File: config.mk
export PLATFORM = sky130hd
export DESIGN_NAME = lsu_mem_master
export DESIGN_NICKNAME = d
export VERILOG_FILES = /design/src/rtl/lsu_mem_master.sv
export SDC_FILE = /design/constraint.sdc
export NUM_CORES = 1
export LEC_CHECK = 0
export ABC_AREA = 1
export CAP_MARGIN = 30
export CORE_ASPECT_RATIO = 2
export CORE_MARGIN = 5
export CORE_UTILIZATION = 40
export DETAILED_ROUTE_END_ITERATION = 10
export PLACE_DENSITY = 0.83
export SYNTH_ARGS = -nofsm -noshare
export SYNTH_HDL_FRONTEND = slang
export SYNTH_SLANG_ARGS = --single-unit
File: constraint.sdc
create_clock -name clk -period 3 [get_ports clk]
set_input_delay 0.6 -clock clk [delete_from_list [all_inputs] [get_ports clk]]
set_output_delay 0.6 -clock clk [all_outputs]
set_load 0.01 [all_outputs]
File: src/rtl/lsu_mem_master.sv
// Load/store unit driving a word-addressed byte-masked RAM port for RISC-V loads and stores.
// Optional misalignment trap enabled by defining LSU_MISALIGN_TRAP_EN.
module lsu_mem_master #(
  parameter int MEM_AW = 16
) (
  input  logic              clk,
  input  logic              rst_n,
  input  logic              req_valid,
  output logic              req_ready,
  input  logic              req_we,
  input  logic [2:0]        req_funct3,
  input  logic [31:0]       req_addr,
  input  logic [31:0]       req_wdata,
  output logic              resp_valid,
  output logic [31:0]       resp_rdata,
  output logic              resp_err,
  output logic [MEM_AW-1:0] mem_addr,
  output logic              mem_read,
  output logic [3:0]        mem_write,
  output logic [31:0]       mem_wdata,
  input  logic [31:0]       mem_rdata
);

  typedef enum logic [2:0] {
    S_IDLE,
    S_ISSUE,
    S_RD_WAIT,
    S_RESP,
    S_ERR
  } state_e;

  state_e              state_q, state_d;
  logic                we_q;
  logic [2:0]          funct3_q;
  logic [1:0]          off_q;
  logic [31:0]         wdata_q;
  logic [MEM_AW-1:0]   mem_addr_q;
  logic [31:0]         rdata_q, rdata_d;

  logic                accept;
  logic                funct_ok;
  logic                out_of_range;
  logic                misaligned;
  logic [3:0]          store_mask;
  logic [31:0]         store_data;
  logic [31:0]         load_data;
  logic [7:0]          byte_sel;
  logic [15:0]         half_sel;

  assign req_ready    = rst_n && (state_q == S_IDLE);
  assign accept       = req_valid && req_ready;
  assign out_of_range = |req_addr[31:MEM_AW+2];

`ifdef LSU_MISALIGN_TRAP_EN
  assign misaligned = ((req_funct3[1:0] == 2'b01) && req_addr[0]) ||
                      ((req_funct3[1:0] == 2'b10) && (req_addr[1:0] != 2'b00));
`else
  assign misaligned = 1'b0;
`endif

  // Unsigned variants exist only for loads.
  always_comb begin
    case (req_funct3)
      3'b000, 3'b001, 3'b010: funct_ok = 1'b1;
      3'b100, 3'b101:         funct_ok = !req_we;
      default:                funct_ok = 1'b0;
    endcase
  end

  always_comb begin
    case (funct3_q[1:0])
      2'b00: begin
        store_mask = 4'b0001 << off_q;
        store_data = {4{wdata_q[7:0]}};
      end
      2'b01: begin
        store_mask = off_q[1] ? 4'b1100 : 4'b0011;
        store_data = {2{wdata_q[15:0]}};
      end
      default: begin
        store_mask = 4'b1111;
        store_data = wdata_q;
      end
    endcase
  end

  assign byte_sel = mem_rdata[{off_q, 3'b000} +: 8];
  assign half_sel = off_q[1] ? mem_rdata[31:16] : mem_rdata[15:0];

  always_comb begin
    case (funct3_q[1:0])
      2'b00:   load_data = {{24{byte_sel[7] & ~funct3_q[2]}}, byte_sel};
      2'b01:   load_data = {{16{half_sel[15] & ~funct3_q[2]}}, half_sel};
      default: load_data = mem_rdata;
    endcase
  end

  // NOTE: every signal written here gets a default first so no path leaves it unassigned (no latch).
  always_comb begin
    state_d    = state_q;
    rdata_d    = rdata_q;
    mem_read   = 1'b0;
    mem_write  = 4'b0000;
    mem_wdata  = 32'h0;
    resp_valid = 1'b0;
    resp_err   = 1'b0;
    case (state_q)
      S_IDLE: begin
        if (accept) begin
          if (out_of_range || !funct_ok || misaligned) begin
            state_d = S_ERR;
            rdata_d = 32'h0;
          end else begin
            state_d = S_ISSUE;
          end
        end
      end
      S_ISSUE: begin
        if (we_q) begin
          mem_write = store_mask;
          mem_wdata = store_data;
          rdata_d   = 32'h0;
          state_d   = S_RESP;
        end else begin
          mem_read = 1'b1;
          state_d  = S_RD_WAIT;
        end
      end
      S_RD_WAIT: begin
        rdata_d = load_data;
        state_d = S_RESP;
      end
      S_RESP: begin
        resp_valid = 1'b1;
        state_d    = S_IDLE;
      end
      S_ERR: begin
        resp_valid = 1'b1;
        resp_err   = 1'b1;
        state_d    = S_IDLE;
      end
      default: state_d = S_IDLE;
    endcase
  end

  // NOTE: state registers use non-blocking assignments so all flops update together at the edge.
  always_ff @(posedge clk) begin
    if (!rst_n) begin
      state_q    <= S_IDLE;
      we_q       <= 1'b0;
      funct3_q   <= 3'b000;
      off_q      <= 2'b00;
      wdata_q    <= 32'h0;
      mem_addr_q <= '0;
      rdata_q    <= 32'h0;
    end else begin
      state_q <= state_d;
      rdata_q <= rdata_d;
      if (accept) begin
        we_q     <= req_we;
        funct3_q <= req_funct3;
        off_q    <= req_addr[1:0];
        wdata_q  <= req_wdata;
        if (state_d == S_ISSUE) mem_addr_q <= req_addr[MEM_AW+1:2];
      end
    end
  end

  assign mem_addr   = mem_addr_q;
  assign resp_rdata = rdata_q;

endmodule

==> metrics.md <==
| Metric | Value |
|---|---|
| Outcome | finished, final reports clean |
| Final #Nets | ~920 |
| Setup violations, final | 0 |
| Finished Layout Cells | roughly 960 |
| DR vias | around 4900 |
| Layout cells sized above 1 | 0.0789 |
| Max Cap Viol | 0 |
| Final period util | 0.901 |
| Post-Synth Simple-Gate Area | 0.294 |
| Top Family by Delay on Critical Path | buffers and inverters |
| Largest net degree at the start of global routing | 68 |
| Vias per inst | slightly above 5 |
| Initial DRC count | roughly 250 |
| Main combinational cell family by area after synthesis | simple AND/OR/NAND/NOR gates |
| Netlist cell types | 26 |
| Worst slew margin | 0.602 |
| Max Clock Freq | 0.370 GHz |
| Seq pwr share | 0.420 |
| Cell Area, Synth | ~4400 um2 |
| Diodes inserted | 0 |
| Setup TNS | 0 ns |
| Top cells by area, synth | dfxtp_1, nand2_1, a21oi_1 |
| Post-Syn Instances | between 600 and 700 |
| Post-synthesis average cell area | between 6 and 7 um2 |
| Vias in the first global route | 4535 |
| Clk pwr share | 0.419 |
| WL per Instance | 15.2 um |
| Global-route wire length before repair | 22200 um |
| Critical path buffers and inverters | 3 |
| Startpoint types | register |
| Mux cell area share after synthesis | 0 |
| Post-DP HPWL | ~11000 um |
| Min-Delay Path Class | reg -> reg |
| Switching share of power | 0.257 |
| RSZ-0062 raised after global routing | no |
| Crit path largest cell delay | between 0.5 and 0.6 ns |
| Synth Register Bits | a little under 90 |
| Final critical-path required period | about 2.7 ns |
| Total CTS buffers | 9 |
| Synth Area in Adders | 0 |
| Post-Synth XOR/XNOR Area | 0 |
| GPL Wtd Cong | 0.883 |
| Die Height | roughly 160 um |
| Core area | approximately 11000 um2 |
| FP Rows | 54 |
| Pint | 2.19 mW |
| Initial antenna violation count | 0 |
| Synth top area share | 0.409 |
| Synth Area in Compound Gates | 0.210 |
| CP max stage cell | clkdlybuf4s50_1 |
| GRT overflow | 0 |
| Gate power share | 0.161 |
| Starting Density | 0.403 |
| Die area | 13200 um2 |
| Least-Margin Pin Slew | approximately 0.6 ns |
| Ys Warns | 0 |
| WS Path Type | reg -> out |
| Total wire length | about 15000 um |
| Post-route ant nets | 0 |
| Maximum vdd drop | 283 uV |
| Power density relative to cell area | ~440 nW/um2 |
| Leakage power | around 2.5 nW |
| Pre-antenna DRT Iters | 5 |
| Layout Skew | 0.00685 ns |
| CTS tree | yes |
| Die W | between 80 and 90 um |
| Depth of the CTS H-tree | 3 |
| Worst Path Arrival | 2.10 ns |
| I/O Pins | between 150 and 200 |
| CTS clock-pin slew for the worst setup and hold paths | approximately 0.070 ns |
| Skew-Pair Late Insertion Delay | 0.34 ns |
| Max clock buf depth | 2 |
| Final Hold Fails | 0 |
| Layout area overhead | 52.4% |
| Placed instance count | roughly 950 |
| Critical path peak fanout | 25 |
| Required @ worst endpoint | 2.40 ns |
| Sequential share of the synthesized area | 0.409 |
| Crit end category | output port |
| Crit-path cells | inv_1, nand3_1, nor2_4, inv_2, nor2_1, clkdlybuf4s50_1 |
| Clock tree root buffer cell | clkbuf_16 |
| DRC viols | 0 |
| Clock Sinks | a little under 90 |
| Buffer count from post-CTS setup fixing | 0 |
| Fin. max-slew vios | 0 |
| Sw Pwr | 756 uW |
| Dominant cell type by area after synthesis | dfxtp_1 |
| Port bufs | 190 |
| Syn Nets | ~750 |
| Total GRT Usage | 0.211 |
==> Yosys cell counts <==
master and count:
o22ai_1 1, nor2_4 1, buf_4 2, o21ai_0 35, buf_1 2, nand3_4 2, a21oi_1 104, inv_1 40
nand2_1 174, nor2_2 3, a22oi_1 2, nand2_2 13, o211ai_1 13, buf_6 2, nand3_1 49, clkbuf_1 23
a21oi_2 10, buf_2 12, clkinv_2 1, a31oi_1 1, or2_2 1, o21ai_1 1, nor2_1 59, inv_2 9
nand3_2 1, dfxtp_1 89
==> cell usage in the layout, fill, tap and decap left out <==
| master | Yosys | layout |
|---|---|---|
| a21oi_1 | 104 | 104 |
| a21oi_2 | 10 | 10 |
| a22oi_1 | 2 | 2 |
| a31oi_1 | 1 | 1 |
| buf_4 | 2 | 10 |
| bufinv_16 | 0 | 2 |
| clkbuf_1 | 23 | 1 |
| clkbuf_16 | 0 | 9 |
| clkbuf_8 | 0 | 1 |
| clkdlybuf4s50_1 | 0 | 190 |
| clkinv_1 | 0 | 1 |
| clkinv_2 | 1 | 1 |
| clkinvlp_4 | 0 | 1 |
| dfxtp_1 | 89 | 89 |
| inv_1 | 40 | 39 |
| inv_2 | 9 | 9 |
| inv_6 | 0 | 1 |
| nand2_1 | 174 | 174 |
| nand2_2 | 13 | 13 |
| nand3_1 | 49 | 49 |
| nand3_2 | 1 | 1 |
| nand3_4 | 2 | 2 |
| nor2_1 | 59 | 59 |
| nor2_2 | 3 | 2 |
| nor2_4 | 1 | 2 |
| o211ai_1 | 13 | 13 |
| o21ai_0 | 35 | 35 |
| o21ai_1 | 1 | 1 |
| o22ai_1 | 1 | 1 |
| or2_2 | 1 | 1 |
==> stage by stage <==
step           power (mW)  hold slack (ns)  cell area (um2)  setup slack [ns]  utilization
6_report             2.94            0.454             6640             0.297        0.614
5_1_grt              3.04            0.476             6640             0.106        0.614
4_1_cts              2.95            0.454             6640             0.134        0.614
3_5_place_dp         1.73            0.445             6320             0.426        0.584
3_3_place_gp         1.73            0.440             6320             0.436        0.584
2_1_floorplan        1.52            0.430             4360              1.20            -
==> path summary, 6_finish.rpt <==
| kind | startpoint | to | slack (ns) | cells after the start |
|---|---|---|---|---|
| worst max-delay path | state_q[2] | mem_write[2] | 0.30 | 6 |
| worst min-delay path | wdata_q[31] | wdata_q[31] | 0.45 | 2 |
| worst max register to register | state_q[0] | mem_addr[3] | 1.20 | 9 |
| worst min register to register | wdata_q[31] | wdata_q[31] | 0.45 | 2 |
==> kinds of logic (layout without fill, tap and decap cells) <==
| kind of cell | after synthesis | in the layout |
|---|---|---|
| compound gates | 167 | 167 |
| buf+inv | 91 | 265 |
| flops | 89 | 89 |
| simple gates | 303 | 303 |
==> worst reg2reg max path, delay by kind of cell, from the launching register on <==
| family | cells | cell delay [ns] |
|---|---|---|
| AOI/OAI and AO/OA | 1 | 0.13 |
| buffers and inverters | 2 | 0.50 |
| DFF | 1 | 0.35 |
| and+or+nand+nor | 6 | 0.76 |
==> registers in the layout (all words and copies together), names as in the netlist <==
register	count
mem_addr	16
state_q	3
we_q	1
wdata_q	32
resp_rdata	32
off_q	2
funct3_q	3
==> repair_timing <==
| item | in CTS | in global routing |
|---|---|---|
| gates resized for setup | 0 | 1 |
| setup endpoints to repair | 0 | 6 |
| hold buffers | 0 | 0 |
==> area by class of cell <==
cell class              count  area, um2
clock buffers              11        243
flip-flops and latches     89       1780
clock inverters             4       76.3
fillers                  1017       4170
well taps                 140        175
inverters                  50        189
multi-input cells         470       2200
repair buffers            200       1980
==> power groups by stage <==
stage / combinational, mW / clock, mW / sequential (mW)
final: 0.473 / 1.23 / 1.24
after CTS: 0.472 / 1.24 / 1.24
after floorplan: 0.260 / 0 / 1.26
after global routing: 0.521 / 1.28 / 1.24
after global placement: 0.465 / 0 / 1.26
after detailed placement: 0.469 / 0 / 1.26
==> routing by layer <==
layer | up-vias | wire length (um) | track usage
li1 | 2454 | - | -
met1 | 2188 | 5300 | 0.218
met2 | 225 | 7810 | 0.398
met3 | 38 | 1010 | 0.0474
met4 | 0 | 570 | 0.101
met5 | - | 0 | 0
(Power assumes the default switching activity.)
